<file path="src/rtl/folded_fir_mac.sv">
// Folded FIR core: one multiplier and one accumulator walk the TAPS taps
// serially, producing one exact, full-precision result per accepted sample.
module folded_fir_mac #(
    parameter int TAPS = 8,
    parameter int DW = 10,
    parameter int CW = 10,
    localparam int AW = DW + CW + $clog2(TAPS),
    localparam int KW = $clog2(TAPS)
) (
    input  logic          clk,
    input  logic          rst_n,
    input  logic          in_valid,
    input  logic [DW-1:0] in_data,
    output logic          in_ready,
    input  logic          coef_we,
    input  logic [KW-1:0] coef_addr,
    input  logic [CW-1:0] coef_data,
    output logic          out_valid,
    output logic [AW-1:0] out_data
);

    typedef enum logic {IDLE, MAC} state_t;

    state_t state;
    state_t state_next;

    logic        [KW-1:0]    k;
    logic signed [AW-1:0]    acc;
    logic signed [DW-1:0]    x [TAPS];
    logic signed [CW-1:0]    c [TAPS];
    logic signed [DW+CW-1:0] prod;
    logic signed [AW-1:0]    prod_ext;

    assign prod     = (DW+CW)'(x[k]) * (DW+CW)'(c[k]);
    assign prod_ext = AW'(prod);

    always_ff @(posedge clk) begin
        if (!rst_n) begin
            state <= IDLE;
        end else begin
            state <= state_next;
        end
    end

    always_comb begin
        state_next = state;
        in_ready   = 1'b0;
        case (state)
            IDLE: begin
                in_ready = 1'b1;
                if (in_valid) begin
                    state_next = MAC;
                end
            end
            MAC: begin
                if (k == KW'(TAPS - 1)) begin
                    state_next = IDLE;
                end
            end
            default: state_next = IDLE;
        endcase
    end

    // Coefficient writes and sample shifts only happen while idle, so the
    // taps seen by an in-flight MAC pass never change underneath it.
    always_ff @(posedge clk) begin
        if (!rst_n) begin
            k         <= '0;
            acc       <= '0;
            out_valid <= 1'b0;
            out_data  <= '0;
            for (int i = 0; i < TAPS; i++) begin
                x[i] <= '0;
                c[i] <= '0;
            end
        end else begin
            out_valid <= 1'b0;
            case (state)
                IDLE: begin
                    if (coef_we) begin
                        c[coef_addr] <= coef_data;
                    end
                    if (in_valid) begin
                        for (int i = TAPS - 1; i > 0; i--) begin
                            x[i] <= x[i-1];
                        end
                        x[0] <= in_data;
                        acc  <= '0;
                        k    <= '0;
                    end
                end
                MAC: begin
                    acc <= acc + prod_ext;
                    k   <= k + KW'(1);
                    if (k == KW'(TAPS - 1)) begin
                        out_data  <= acc + prod_ext;
                        out_valid <= 1'b1;
                        k         <= '0;
                    end
                end
                default: ;
            endcase
        end
    end

endmodule

</file>
<file path="config.mk">
export PLATFORM = sky130hd
export DESIGN_NAME = folded_fir_mac
export DESIGN_NICKNAME = d
export VERILOG_FILES = /design/src/rtl/folded_fir_mac.sv
export SDC_FILE = /design/constraint.sdc
export NUM_CORES = 1
export LEC_CHECK = 0
export ABC_AREA = 1
export CELL_PAD_IN_SITES_DETAIL_PLACEMENT = 0
export CELL_PAD_IN_SITES_GLOBAL_PLACEMENT = 1
export CORE_AREA = 2 2 187 189
export DETAILED_ROUTE_END_ITERATION = 12
export DIE_AREA = 0 0 189 191
export GPL_TIMING_DRIVEN = 0
export PLACE_DENSITY_LB_ADDON = 0.05
export SKIP_CTS_REPAIR_TIMING = 1
export SLEW_MARGIN = 20
export SYNTH_ARGS = -nofsm -noshare
export SYNTH_HDL_FRONTEND = slang
export SYNTH_SLANG_ARGS = --single-unit
</file>
<file path="constraint.sdc">
create_clock -name clk -period 5 [get_ports clk]
set_input_delay 0.5 -clock clk [delete_from_list [all_inputs] [get_ports clk]]
set_output_delay 0.5 -clock clk [all_outputs]
set_load 0.02 [all_outputs]
</file>
# --- Word-level counts from Yosys, hierarchy flattened ---
# Memories as Yosys holds them, arrays and structs flattened. A register that Yosys moved wholly into a read port is not among the register bits.
# Index checks and enable logic that the tools add are counted.
classes:
  n_reduce_logical: 3
  eq_ne: 2
  n_addsub: 2
  bitwise: 9
  mux: 33
  multipliers: 1
ops:
  columns: ["op", "n"]
  rows:
  - ["two-way mux 10 bit", 9]
  - ["one-hot mux 23 bit (2 select lines)", 1]
  - ["adder 23 x 20 -> 23 bit", 1]
  - ["two-way mux 23 bit", 1]
  - ["two-way mux 3 bit", 7]
  - ["multiplier 10 x 10 -> 20 bit", 1]
  - ["two-way mux 1 bit", 13]
  - ["OR reduction 10 bit", 1]
  - ["bitwise OR 1 bit", 8]
  - ["one-hot mux 3 bit (2 select lines)", 1]
  - ["AND reduction 2 bit", 2]
  - ["adder 3 x 1 -> 3 bit (second input constant)", 1]
  - ["equality test 3 bit (second input constant)", 1]
  - ["inequality test 2 bit (second input constant)", 1]
  - ["one-hot mux 1 bit (2 select lines)", 1]
  - ["NOT 1 bit", 1]
word_totals:
  out_inout_bits: 25
  ram_bits: 160
  in_bits: 27
  reg_bits: 51
  elab_cells: 57
  memories: 2
memory_table:
  columns: ["name", "words", "width", "rd", "rd_ports_with_merged_regs", "write_ports", "line_no", "rtl"]
  rows:
  - ["c", 8, 10, 1, 1, 8, "30", "logic signed [CW-1:0] c [TAPS];"]
  - ["x", 8, 10, 8, 1, 8, "29", "logic signed [DW-1:0] x [TAPS];"]

# --- Depth between registers and ports, before layout ---
depth:
  ltp_word: 6
  mapped_depth: 33
  mapped_depth_nobuf: 30

# --- Least setup slack after synthesis ---
# No wires, ideal clock.
synth_path:
  path_type: "flip-flop to flip-flop"
  startpoint: "register (tool-made name)"
  endpoint: "register acc[21]"
  period_less_slack_ps: 5367
  setup_time_ps: 132
  n_path_buf: 3
  path_slack_ps: -367
  arrival_ps: 5235
  stages_incl_launch_ff: 28
  required_ps: 4868
  cell_sequence: "dfxtp_1 > buf_6 > inv_8 > buf_12 > buf_4 > nor2_1 > o22ai_1 > inv_1 > o21ai_4 > nand2_1 > fa_1 > inv_1 > fa_1 > inv_1 > fa_1 > inv_1 > fa_1 > inv_1 > fa_1 > inv_1 > ha_1 > nand2_1 > nor3_1 > nand4_1 > nand3_1 > nand2_1 > nand3_1 > a21oi_1"
synth_lines:
  columns: ["element", "line_no", "rtl"]
  rows:
  - ["end signal: assignment", "93", "acc <= acc + prod_ext;"]
  - ["end: declaration", "28", "logic signed [AW-1:0] acc;"]

==> flow_summary.toml <==
[timing]
hold_viol = 0
skew_ns = 0.0296
slew_headroom_pct = 37.9
setup_violations = 33
worst_pin_slew_ns = 0.929
fmax_mhz = 167
rsz0062_at_grt = "true"
finalCriticalPeriod_ns = 5.99
slew_viol_final = 0
timing.final.ws_setup_ns = -0.991
finalCritPeriodShare_pct = 120

[worst_setup_path]
crit_top_cell = "inv_2"
crit_required_ns = 5.49
startpoint_type = "flip-flop"
cp-end-kind = "flip-flop"
max_stage_delay_ns = 0.63
crit_path_top_delay_cell = "fa_2"
worstSetupPathType = "flip-flop to flip-flop"
crit_fanout = 7
arrival_ns = 6.48

[placement]
portBuffers = 50
dp_hpwl_um = 30500
routabilityCongestion = 0.845

[cts]
clock_sinks = 214
clk_latency_ns = 0.57
cts_made_buffers = 26
cts.path.max_buffers = 3
htreeDepth = 1
cts_tree = "built"
clk_pin_slew_ns = 0.06
cts_root_buf = "clkbuf_16"

[floorplan]
ios = 52
dieArea_mm2 = 0.0361
num_rows = 68
core_mm2 = 0.0341
die-width_um = 189
fp.dieH_um = 191
start_util_pct = 43.3

[final_layout]
layout_common_cells = "298 x inv_1, 253 x nor2_1, 228 x nand2_1"
nNetsFinal = 2059
area_delta_synth_final_pct = 27.6
final_util_pct = 55.2
mostFrequentLayoutCell = "inv_1"
drive_above_1_share_pct = 22.1

[run_status]
status = "complete, but fails checks"
violations = "negative setup slack"

[synth]
syn_nets = 1895
synth-edff-count = 160
netlist_area_mm2 = 0.0148
ys_seq_area_share_pct = 39.9
synthArstFlopShare_pct = 0
yosysWarnings = 0
ys_types = 44
synth_flop_cell = "edfxtp_1"
postSynthAreaPerCell_um2 = 8.76
synth-seq-cells = 214
synth_cells = 1684

[grt]
grt_max_degree = 48
grt_antenna_before_repair = 0
grt_pass1_wl_um = 64600
overflow = 0
grt_pass1_vias = 11500
grt_util_all_layers_pct = 23.5

[detailed_routing]
vias_per_cell = 4.97
vias = 11500
route.detailed.drc = 0
wirelength_um = 42300
dr.first_iter.drc_count = 854
wl_per_cell_um = 18.2
ant_nets = 0
drt_pass1_iterations = 6

[worst_hold_path]
hp-class = "input pin to flip-flop"

[run]
drv_cap = 0
-- worst paths after layout --
path	startpoint	slack (ns)	depth (start not counted)	end
hold reg to reg	out_data[20]	0.47	2	out_data[20]
setup / recovery	flip-flop	-0.99	30	acc[20]
hold / removal	rst_n	0.42	3	out_data[7]
setup reg to reg	flip-flop	-0.99	30	acc[20]
-- cell type report --
| cell class | count | area (um2) |
|---|---|---|
| timing repair buffer | 136 | 1470 |
| buffer | 62 | 614 |
| fill | 3134 | 15300 |
| clock buffer | 34 | 722 |
| clock inverter | 9 | 71.3 |
| tap | 455 | 569 |
| inverter | 346 | 1350 |
| antenna | 1 | 2.50 |
| sequential | 214 | 5890 |
| multi-input combinational | 1062 | 8140 |
-- worst max-delay path, delay by kind of cell (launching register included) --
family,cells,cell delay (ns)
and+or+nand+nor,8,1.14
DFF,1,0.33
buffers and inverters,13,1.14
AOI/OAI and AO/OA,3,0.47
adders and majority gates,6,2.83
-- metal layers --
layer / up-vias / wire (um) / share of wire, % / global-route usage (%)
li1: 5560 / - / - / -
met4: 0 / 590 / 1.4 / 4.39
met2: 273 / 18700 / 44 / 36.0
met5: - / 0 / 0 / 0
met3: 40 / 2700 / 6.4 / 4.20
met1: 5662 / 20300 / 48 / 34.9
-- cell families after synthesis --
| logic type | count (synthesis) | synth area share [%] |
|---|---|---|
| AO/OA/AOI/OAI | 202 | 7.86 |
| XOR/XNOR | 8 | 0.475 |
| adder cells (fa/ha/maj) | 184 | 21.8 |
| buffers and inverters | 408 | 11.4 |
| flip-flops | 214 | 39.9 |
| multiplexers | 1 | 0.153 |
| AND/OR/NAND/NOR | 667 | 18.5 |
-- cells in the mapped netlist (18+ instances only) --
cell type,number,area share [%]
a21oi_1,79,2.7
clkbuf_1,24,0.61
dfxtp_1,54,7.3
edfxtp_1,160,33
fa_1,121,16
ha_1,63,5.3
inv_1,326,8.3
inv_2,18,0.46
nand2_1,280,7.1
nand3_1,63,2.1
nor2_1,281,7.1
o21ai_0,62,2.1
o21ai_1,19,0.64
o22ai_1,18,0.76
-- state kept, by name (all words and copies together) (netlist names), named ones only --
name	cells
state	1
out_valid	1
x	80
k	3
acc	23
c	80
out_data	23
-- per-stage QoR --
| stage | TNS [ns] | worst slack [ns] | area (um2) | hold slack (ns) | instances |
|---|---|---|---|---|---|
| finish | -19.81 | -0.991 | 18800 | 0.424 | 2319 |
| global route | -27.68 | -1.20 | 18800 | 0.405 | 2318 |
| CTS | -37.38 | -1.51 | 16900 | 0.397 | 2233 |
| detailed placement | -36.48 | -1.49 | 16100 | 0.460 | 2190 |
| global placement | -34.57 | -1.41 | 16000 | 0.455 | 2189 |
| floorplan | -2.17 | -0.196 | 15000 | 0.445 | 1684 |
Power is left out: the tool's default activity adds up to more than one toggle a clock period on the data nets, which glitch-free logic cannot reach.
